### src/rtl/cordic_bus_pkg.sv
// Shared register map, control/IRQ bit positions and bus FSM states for the CORDIC APB bridge.
package cordic_bus_pkg;

   localparam logic [4:0] ADDR_X_IN  = 5'h00;
   localparam logic [4:0] ADDR_Y_IN  = 5'h04;
   localparam logic [4:0] ADDR_Z_IN  = 5'h08;
   localparam logic [4:0] ADDR_CTRL  = 5'h0C;
   localparam logic [4:0] ADDR_X_RES = 5'h10;
   localparam logic [4:0] ADDR_Y_RES = 5'h14;
   localparam logic [4:0] ADDR_Z_RES = 5'h18;
   localparam logic [4:0] ADDR_IRQ   = 5'h1C;

   // Word indices used by the decoder (byte offset without the two alignment bits).
   localparam logic [2:0] REG_X_IN  = ADDR_X_IN[4:2];
   localparam logic [2:0] REG_Y_IN  = ADDR_Y_IN[4:2];
   localparam logic [2:0] REG_Z_IN  = ADDR_Z_IN[4:2];
   localparam logic [2:0] REG_CTRL  = ADDR_CTRL[4:2];
   localparam logic [2:0] REG_X_RES = ADDR_X_RES[4:2];
   localparam logic [2:0] REG_Y_RES = ADDR_Y_RES[4:2];
   localparam logic [2:0] REG_Z_RES = ADDR_Z_RES[4:2];
   localparam logic [2:0] REG_IRQ   = ADDR_IRQ[4:2];

   localparam int CTRL_START    = 0;
   localparam int CTRL_SOFT_RST = 31;

   localparam int IRQ_PENDING = 0;
   localparam int IRQ_ENABLE  = 1;

   typedef enum logic [1:0] {
      IDLE    = 2'd0,
      CAPTURE = 2'd1,
      RESPOND = 2'd2
   } bus_state_e;

endpackage

### src/rtl/cordic_irq_ctrl.sv
// Interrupt front end: rising-edge detect on the core's level interrupt, sticky pending bit
// with write-one-to-clear, enable bit and a registered host irq.
module cordic_irq_ctrl
   import cordic_bus_pkg::*;
(
   input  logic       clk,
   input  logic       rst_ni,
   input  logic       interrupt_i,
   input  logic       wr_en_i,
   input  logic [1:0] wdata_i,
   output logic       pending_o,
   output logic       enable_o,
   output logic       rise_o,
   output logic       irq_o
);

   logic dly_q;
   logic pending_q, pending_d;
   logic enable_q, enable_d;
   logic irq_q;

   assign rise_o = interrupt_i & ~dly_q;

   always_comb begin
      pending_d = pending_q;
      enable_d  = enable_q;
      if (wr_en_i) begin
         enable_d = wdata_i[IRQ_ENABLE];
         if (wdata_i[IRQ_PENDING]) begin
            pending_d = 1'b0;
         end
      end
      // A new edge in the same cycle as a clear keeps the event.
      if (rise_o) begin
         pending_d = 1'b1;
      end
   end

   always_ff @(posedge clk or negedge rst_ni) begin
      if (!rst_ni) begin
         dly_q     <= 1'b0;
         pending_q <= 1'b0;
         enable_q  <= 1'b0;
         irq_q     <= 1'b0;
      end else begin
         dly_q     <= interrupt_i;
         pending_q <= pending_d;
         enable_q  <= enable_d;
         irq_q     <= pending_q & enable_q;
      end
   end

   assign pending_o = pending_q;
   assign enable_o  = enable_q;
   assign irq_o     = irq_q;

endmodule

### src/rtl/cordic_apb_bridge.sv
// APB register bridge in front of the CORDIC core: operand/control shadows, result readback,
// START pulse and soft-reset timer. Optional macro CORDIC_RESULT_SNAPSHOT_EN latches results on irq edges.
module cordic_apb_bridge
   import cordic_bus_pkg::*;
#(
   parameter int p_WIDTH           = 32,
   parameter int p_ADDR_WIDTH      = 5,
   parameter int p_SOFT_RST_CYCLES = 4
) (
   input  logic                    clk,
   input  logic                    rst,
   input  logic                    psel,
   input  logic                    penable,
   input  logic                    pwrite,
   input  logic [p_ADDR_WIDTH-1:0] paddr,
   input  logic [p_WIDTH-1:0]      pwdata,
   output logic [p_WIDTH-1:0]      prdata,
   output logic                    pready,
   output logic                    pslverr,
   output logic [p_WIDTH-1:0]      xInput,
   output logic [p_WIDTH-1:0]      yInput,
   output logic [p_WIDTH-1:0]      zInput,
   output logic [p_WIDTH-1:0]      controlRegisterInput,
   output logic                    coreClk,
   output logic                    coreRst,
   input  logic [p_WIDTH-1:0]      xResult,
   input  logic [p_WIDTH-1:0]      yResult,
   input  logic [p_WIDTH-1:0]      zResult,
   input  logic [p_WIDTH-1:0]      controlRegisterOutput,
   input  logic [p_WIDTH-1:0]      controlRegisterMask,
   input  logic                    interrupt,
   output logic                    irq
);

   localparam int CNT_W = $clog2(p_SOFT_RST_CYCLES + 1);

   bus_state_e              state_q, state_d;
   logic [p_ADDR_WIDTH-1:0] addr_q;
   logic [p_WIDTH-1:0]      wdata_q;
   logic                    write_q;
   logic [p_WIDTH-1:0]      x_q, y_q, z_q;
   logic [p_WIDTH-1:0]      ctrl_q, ctrl_d, ctrl_view;
   logic [p_WIDTH-1:0]      prdata_q, prdata_d, rd_data;
   logic                    pready_q, pready_d;
   logic                    pslverr_q, pslverr_d;
   logic [CNT_W-1:0]        soft_cnt_q, soft_cnt_d;
   logic                    soft_active, soft_load;
   logic                    capture, addr_err, wr_en, irq_wr;
   logic [2:0]              reg_sel;
   logic                    irq_pending, irq_enable, irq_rise;
   logic [p_WIDTH-1:0]      res_live [3];
   logic [p_WIDTH-1:0]      res_view [3];

   assign res_live[0] = xResult;
   assign res_live[1] = yResult;
   assign res_live[2] = zResult;

`ifdef CORDIC_RESULT_SNAPSHOT_EN
   generate
      for (genvar gi = 0; gi < 3; gi++) begin : g_snap
         logic [p_WIDTH-1:0] snap_q;
         always_ff @(posedge clk or negedge rst) begin
            if (!rst) begin
               snap_q <= '0;
            end else if (irq_rise) begin
               snap_q <= res_live[gi];
            end
         end
         assign res_view[gi] = snap_q;
      end
   endgenerate
`else
   generate
      for (genvar gi = 0; gi < 3; gi++) begin : g_live
         assign res_view[gi] = res_live[gi];
      end
   endgenerate
   logic unused_rise;
   assign unused_rise = irq_rise;
`endif

   always_ff @(posedge clk or negedge rst) begin
      if (!rst) begin
         state_q <= IDLE;
      end else begin
         state_q <= state_d;
      end
   end

   always_comb begin
      state_d = state_q;
      unique case (state_q)
         IDLE:    if (psel && penable) state_d = CAPTURE;
         CAPTURE: state_d = RESPOND;
         RESPOND: state_d = IDLE;
         default: state_d = IDLE;
      endcase
   end

   always_comb begin
      capture  = (state_q == CAPTURE);
      reg_sel  = addr_q[4:2];
      addr_err = (addr_q[1:0] != 2'b00) ||
                 (write_q && ((reg_sel == REG_X_RES) || (reg_sel == REG_Y_RES) ||
                              (reg_sel == REG_Z_RES)));
      wr_en    = capture && write_q && !addr_err;

      rd_data = '0;
      case (reg_sel)
         REG_X_IN:  rd_data = x_q;
         REG_Y_IN:  rd_data = y_q;
         REG_Z_IN:  rd_data = z_q;
         REG_CTRL:  rd_data = (controlRegisterOutput & controlRegisterMask) |
                              (ctrl_view & ~controlRegisterMask);
         REG_X_RES: rd_data = res_view[0];
         REG_Y_RES: rd_data = res_view[1];
         REG_Z_RES: rd_data = res_view[2];
         REG_IRQ: begin
            rd_data[IRQ_PENDING] = irq_pending;
            rd_data[IRQ_ENABLE]  = irq_enable;
         end
         default:   rd_data = '0;
      endcase

      pready_d  = capture;
      pslverr_d = capture && addr_err;
      prdata_d  = prdata_q;
      if (capture) begin
         prdata_d = (write_q || addr_err) ? '0 : rd_data;
      end
   end

   assign irq_wr = wr_en && (reg_sel == REG_IRQ);

   // START lives one cycle in the shadow; SOFT_RST is never stored, only the timer is.
   always_comb begin
      ctrl_d             = ctrl_q;
      ctrl_d[CTRL_START] = 1'b0;
      soft_load          = 1'b0;
      if (wr_en && (reg_sel == REG_CTRL)) begin
         ctrl_d                = (ctrl_q & controlRegisterMask) | (wdata_q & ~controlRegisterMask);
         ctrl_d[CTRL_SOFT_RST] = 1'b0;
         soft_load             = wdata_q[CTRL_SOFT_RST] & ~controlRegisterMask[CTRL_SOFT_RST];
      end
      soft_cnt_d = soft_cnt_q;
      if (soft_load) begin
         soft_cnt_d = CNT_W'(p_SOFT_RST_CYCLES);
      end else if (soft_cnt_q != '0) begin
         soft_cnt_d = soft_cnt_q - CNT_W'(1);
      end
   end

   always_comb begin
      ctrl_view                = ctrl_q;
      ctrl_view[CTRL_SOFT_RST] = soft_active;
   end

   assign soft_active = (soft_cnt_q != '0);

   always_ff @(posedge clk or negedge rst) begin
      if (!rst) begin
         addr_q     <= '0;
         wdata_q    <= '0;
         write_q    <= 1'b0;
         x_q        <= '0;
         y_q        <= '0;
         z_q        <= '0;
         ctrl_q     <= '0;
         soft_cnt_q <= '0;
         prdata_q   <= '0;
         pready_q   <= 1'b0;
         pslverr_q  <= 1'b0;
      end else begin
         if ((state_q == IDLE) && psel && penable) begin
            addr_q  <= paddr;
            wdata_q <= pwdata;
            write_q <= pwrite;
         end
         if (wr_en && (reg_sel == REG_X_IN)) x_q <= wdata_q;
         if (wr_en && (reg_sel == REG_Y_IN)) y_q <= wdata_q;
         if (wr_en && (reg_sel == REG_Z_IN)) z_q <= wdata_q;
         ctrl_q     <= ctrl_d;
         soft_cnt_q <= soft_cnt_d;
         prdata_q   <= prdata_d;
         pready_q   <= pready_d;
         pslverr_q  <= pslverr_d;
      end
   end

   cordic_irq_ctrl u_irq (
      .clk         (clk),
      .rst_ni      (rst),
      .interrupt_i (interrupt),
      .wr_en_i     (irq_wr),
      .wdata_i     (wdata_q[1:0]),
      .pending_o   (irq_pending),
      .enable_o    (irq_enable),
      .rise_o      (irq_rise),
      .irq_o       (irq)
   );

   assign prdata               = prdata_q;
   assign pready               = pready_q;
   assign pslverr              = pslverr_q;
   assign xInput               = x_q;
   assign yInput               = y_q;
   assign zInput               = z_q;
   assign controlRegisterInput = ctrl_view;
   assign coreClk              = clk;
   assign coreRst              = rst & ~soft_active;

endmodule

### config.mk
export PLATFORM = sky130hd
export DESIGN_NAME = cordic_apb_bridge
export DESIGN_NICKNAME = d
export VERILOG_FILES = /design/src/rtl/cordic_bus_pkg.sv /design/src/rtl/cordic_irq_ctrl.sv /design/src/rtl/cordic_apb_bridge.sv
export SDC_FILE = /design/constraint.sdc
export NUM_CORES = 1
export LEC_CHECK = 0
export ABC_AREA = 0
export CORE_AREA = 2 2 145 147
export CTS_CLUSTER_DIAMETER = 100
export DETAILED_ROUTE_END_ITERATION = 10
export DIE_AREA = 0 0 147 149
export DONT_BUFFER_PORTS = 1
export SLEW_MARGIN = 10
export SYNTH_ARGS = -nofsm -noshare
export SYNTH_HDL_FRONTEND = slang
export SYNTH_SLANG_ARGS = --single-unit
### constraint.sdc
create_clock -name clk -period 3.2 [get_ports clk]
set_clock_uncertainty 0.15 [all_clocks]
set_input_delay 0.32 -clock clk [delete_from_list [all_inputs] [get_ports clk]]
set_output_delay 0.32 -clock clk [all_outputs]
set_load 0.01 [all_outputs]
# After elaboration in Yosys (flattened, before gate mapping)
# Cells that the tools add are included.
# word_totals
register_bits	208
elab_cells	78
# op_classes
reduce_logical	25
add_sub_neg	1
eq_ne	9
n_bitwise	14
muxes	12
# op_table
operator	count
one-hot mux 30 bit (7 select lines)	1
AND 32 bit	2
AND 31 bit	2
two-way mux 32 bit	1
inverter 32 bit	1
bitwise OR 32 bit	1
bitwise OR 31 bit	1
one-hot mux 2 bit (8 select lines)	1
equality test 3 bit, second input constant	4
logical AND 1 bit	12
nonzero test 2 bit	4
equality test 3 x 2 -> 1 bit, second input constant	2
two-way mux 3 bit	2
two-way mux 1 bit	5
AND 1 bit	4
logical OR 1 bit	4
one-hot mux 2 bit (2 select lines)	1
equality test 3 x 1 -> 1 bit, second input constant	1
zero test 3 bit	1
inverter 1 bit	3
nonzero test 3 bit	1
subtractor 3 x 1 -> 3 bit, second input constant	1
equality test 2 x 1 -> 1 bit, second input constant	1
zero test 2 bit	1
4 further kinds	4

# Depth between registers and ports, before layout
# logic_depth
depth_word	10
mapped_depth	7
ltp_nobuf	6

# Cells and area by module
# From an unflattened synthesis, not the netlist that was laid out.
# hier_totals
hier_cells	792
area_unflattened_um2	9993.3
# by_module_without_submodules
mod	cells_each	area_per_inst_um2	n_inst
cordic_apb_bridge	783	9846.9	1
cordic_irq_ctrl	9	146.4	1

==> flow_metrics.tcl <==
set metrics [dict create \
    rsz0062_at_grt "false" \
    ir_worst_vdd_uv 406 \
    arrival_ns 3.19 \
    leakage_nw 5.62 \
    drt-initial-drc-count 348 \
    dpl.cell_count 1042 \
    timing.rr.start "addr_q[4]$_DFFE_PN0P_" \
    dr.pass1.iters 5 \
    failed_checks "hold timing" \
    holdWs_ns -0.648 \
    wl_per_cell_um 27.6 \
    wirelength_um 32700 \
    fmax_ghz 0.339 \
    vias 7428 \
    cts_tree "done" \
    port_buffers 0 \
    drive_gt1_frac 0.271 \
    cts_buffers 24 \
    rrSetupSlack_ns 0.25 \
    seq_area_frac_synth 0.521 \
    critPathLaunch "addr_q[4]$_DFFE_PN0P_" \
    nets 1095 \
    drtAntennaViolNets 0 \
    timing_worst_setup_path_type "reg2reg" \
    synth.area.top_cells "dfrtp_1 52%, mux2_2 18%, mux2i_1 7.3%" \
    grt-ovfl-total 0 \
    tns_ns 0 \
    antenna_found_initial 2 \
    root_buffer "clkbuf_16" \
    synthCells 800 \
    final_cells 1185 \
    synth_commonest_cells "208 x dfrtp_1, 163 x mux2_2, 73 x mux2i_1" \
    coreArea_um2 20600 \
    post-dp-hpwl_um 21600 \
    crit_path_end_kind "flip-flop" \
    die_x_um 147 \
    dominantRegCellSynth "dfrtp_1" \
    syn_nets 1005 \
    grt_pass1_vias 8011 \
    place.gp.congestion 0.841 \
    worst_pin_slew_ns 0.932 \
    synth_most_common_cell "dfrtp_1" \
    synth_cell_types 51 \
    grt_use_total 0.290 \
    setup_viol 0 \
    reg2reg_depth 6 \
    viasPerCell 6.27 \
    syn2layout_area_growth_pct 20.6 \
    slew_headroom 0.377 \
    netlist_area_um2 9990 \
    fin_crit_sh 0.921 \
    synth-async-reset-ratio 1.00 \
    hold_class "in2async" \
    syn_avg_cell_area_um2 12.5 \
    hold_viol 208 \
    synth_edf_count 0 \
    rr_endpoint "prdata[31]$_DFFE_PN0N_" \
    ys_ff_latch 208 \
    io_pins 368 \
    pwr_density_cell_nw_per_um2 667 \
    drc 0 \
    grt_max_degree 210 \
    critPathMaxFanout 16 \
    startpoint_type "flip-flop" \
    initial_core_util 0.486 \
    die_area_um2 21900 \
    htree_levels 1 \
    cap_violations 0 \
    slew_violations 0 \
    post-route-min-period_ns 2.95 \
    yosysTopAreaCell "dfrtp_1" \
    cts_buffer_depth 3 \
    rows 53 \
    insertion_delay_ns 0.52 \
    status "complete, but fails checks" \
    synth.top_cell.area_share 0.521 \
    die_h_um 149 \
    grt_pass1_wl_um 48200 \
    clock_sink_count 208 \
    yosysWarnings 0 \
    clk_pin_slew_worst_paths_ns 0.06 \
    cp-endpoint "prdata[31]$_DFFE_PN0N_" \
    cp.required_ns 3.44 \
]
power breakdown:
| group | internal, mW | total (mW) | switching [mW] |
|---|---|---|---|
| registers | 3.05 | 3.71 | 0.661 |
| logic | 0.776 | 1.55 | 0.778 |
| clock network | 1.69 | 2.78 | 1.09 |
| total | 5.51 | 8.04 | 2.53 |
critical path, cell delays in order, from the launching register on:
cell and delay [ns]:
dfrtp_2 0.59, buf_4 0.32, nand3b_1 0.45, inv_1 0.38, a32oi_1 0.28, o21ai_0 0.09, dlygate4sd3_1 0.56
final cells by class:
type | instances | area [um2]
antenna | 2 | 5.00
clock buffer | 36 | 747
clock inverter | 8 | 65.1
fill | 1726 | 8510
inverter | 16 | 60.1
multi-input combinational | 522 | 4460
sequential | 208 | 5210
tap | 275 | 344
timing repair buffer | 118 | 1150
repair_timing:
item / in CTS / in global routing
resized for setup: 0 / 2
hold buffers: 96 / 1
setup buffers: 0 / 0
endpoints found under the setup margin: 0 / 7
endpoints found under the hold margin: 299 / 209
through the flow:
step | util | setup slack [ns] | total power, mW | area, um2
detailed placement | 0.499 | 0.616 | 5.15 | 10200
global placement | 0.499 | 0.680 | 5.08 | 10200
floorplan | - | 1.01 | 4.60 | 9990
global route | 0.586 | 0.0685 | 8.35 | 12000
finish | 0.586 | 0.254 | 8.04 | 12000
CTS | 0.585 | 0.102 | 8.05 | 12000
cells in the final DEF, fill, tap and decap left out, drive strengths merged, types with 7 or more instances in the layout:
master       count
nor2            43
mux2i           73
a21oi           15
a221oi          17
clkinv           9
nand2b          10
inv             14
a22o            32
mux2           168
nor2b            7
nand2           41
buf             21
o21ai           35
dlygate4sd3     97
o22ai           23
clkbuf          36
dfrtp          208
metal layers:
layer  track usage  part of all wire
met3        0.0590             0.070
met5             0                 0
met4         0.104             0.028
met2         0.512              0.51
met1         0.356              0.40
worst min path at each step:
stage                                             to  slack (ns)
final                         prdata[31]$_DFFE_PN0N_       -0.65
after global routing          wdata_q[3]$_DFFE_PN0P_       -0.65
after CTS                     wdata_q[3]$_DFFE_PN0P_       -0.65
after detailed placement      prdata[31]$_DFFE_PN0N_       -0.11
after global placement        wdata_q[1]$_DFFE_PN0P_       -0.12
after floorplan           asynchronous set/reset pin       -0.13
logic make-up after synthesis:
group	synth area share
mux	0.265
flops	0.521
compound gates	0.116
simple gates	0.0566
buf+inv	0.0374
fa+ha+maj	0.00250
xor+xnor	0.000877
No activity file was read; power rests on OpenSTA's default activity.
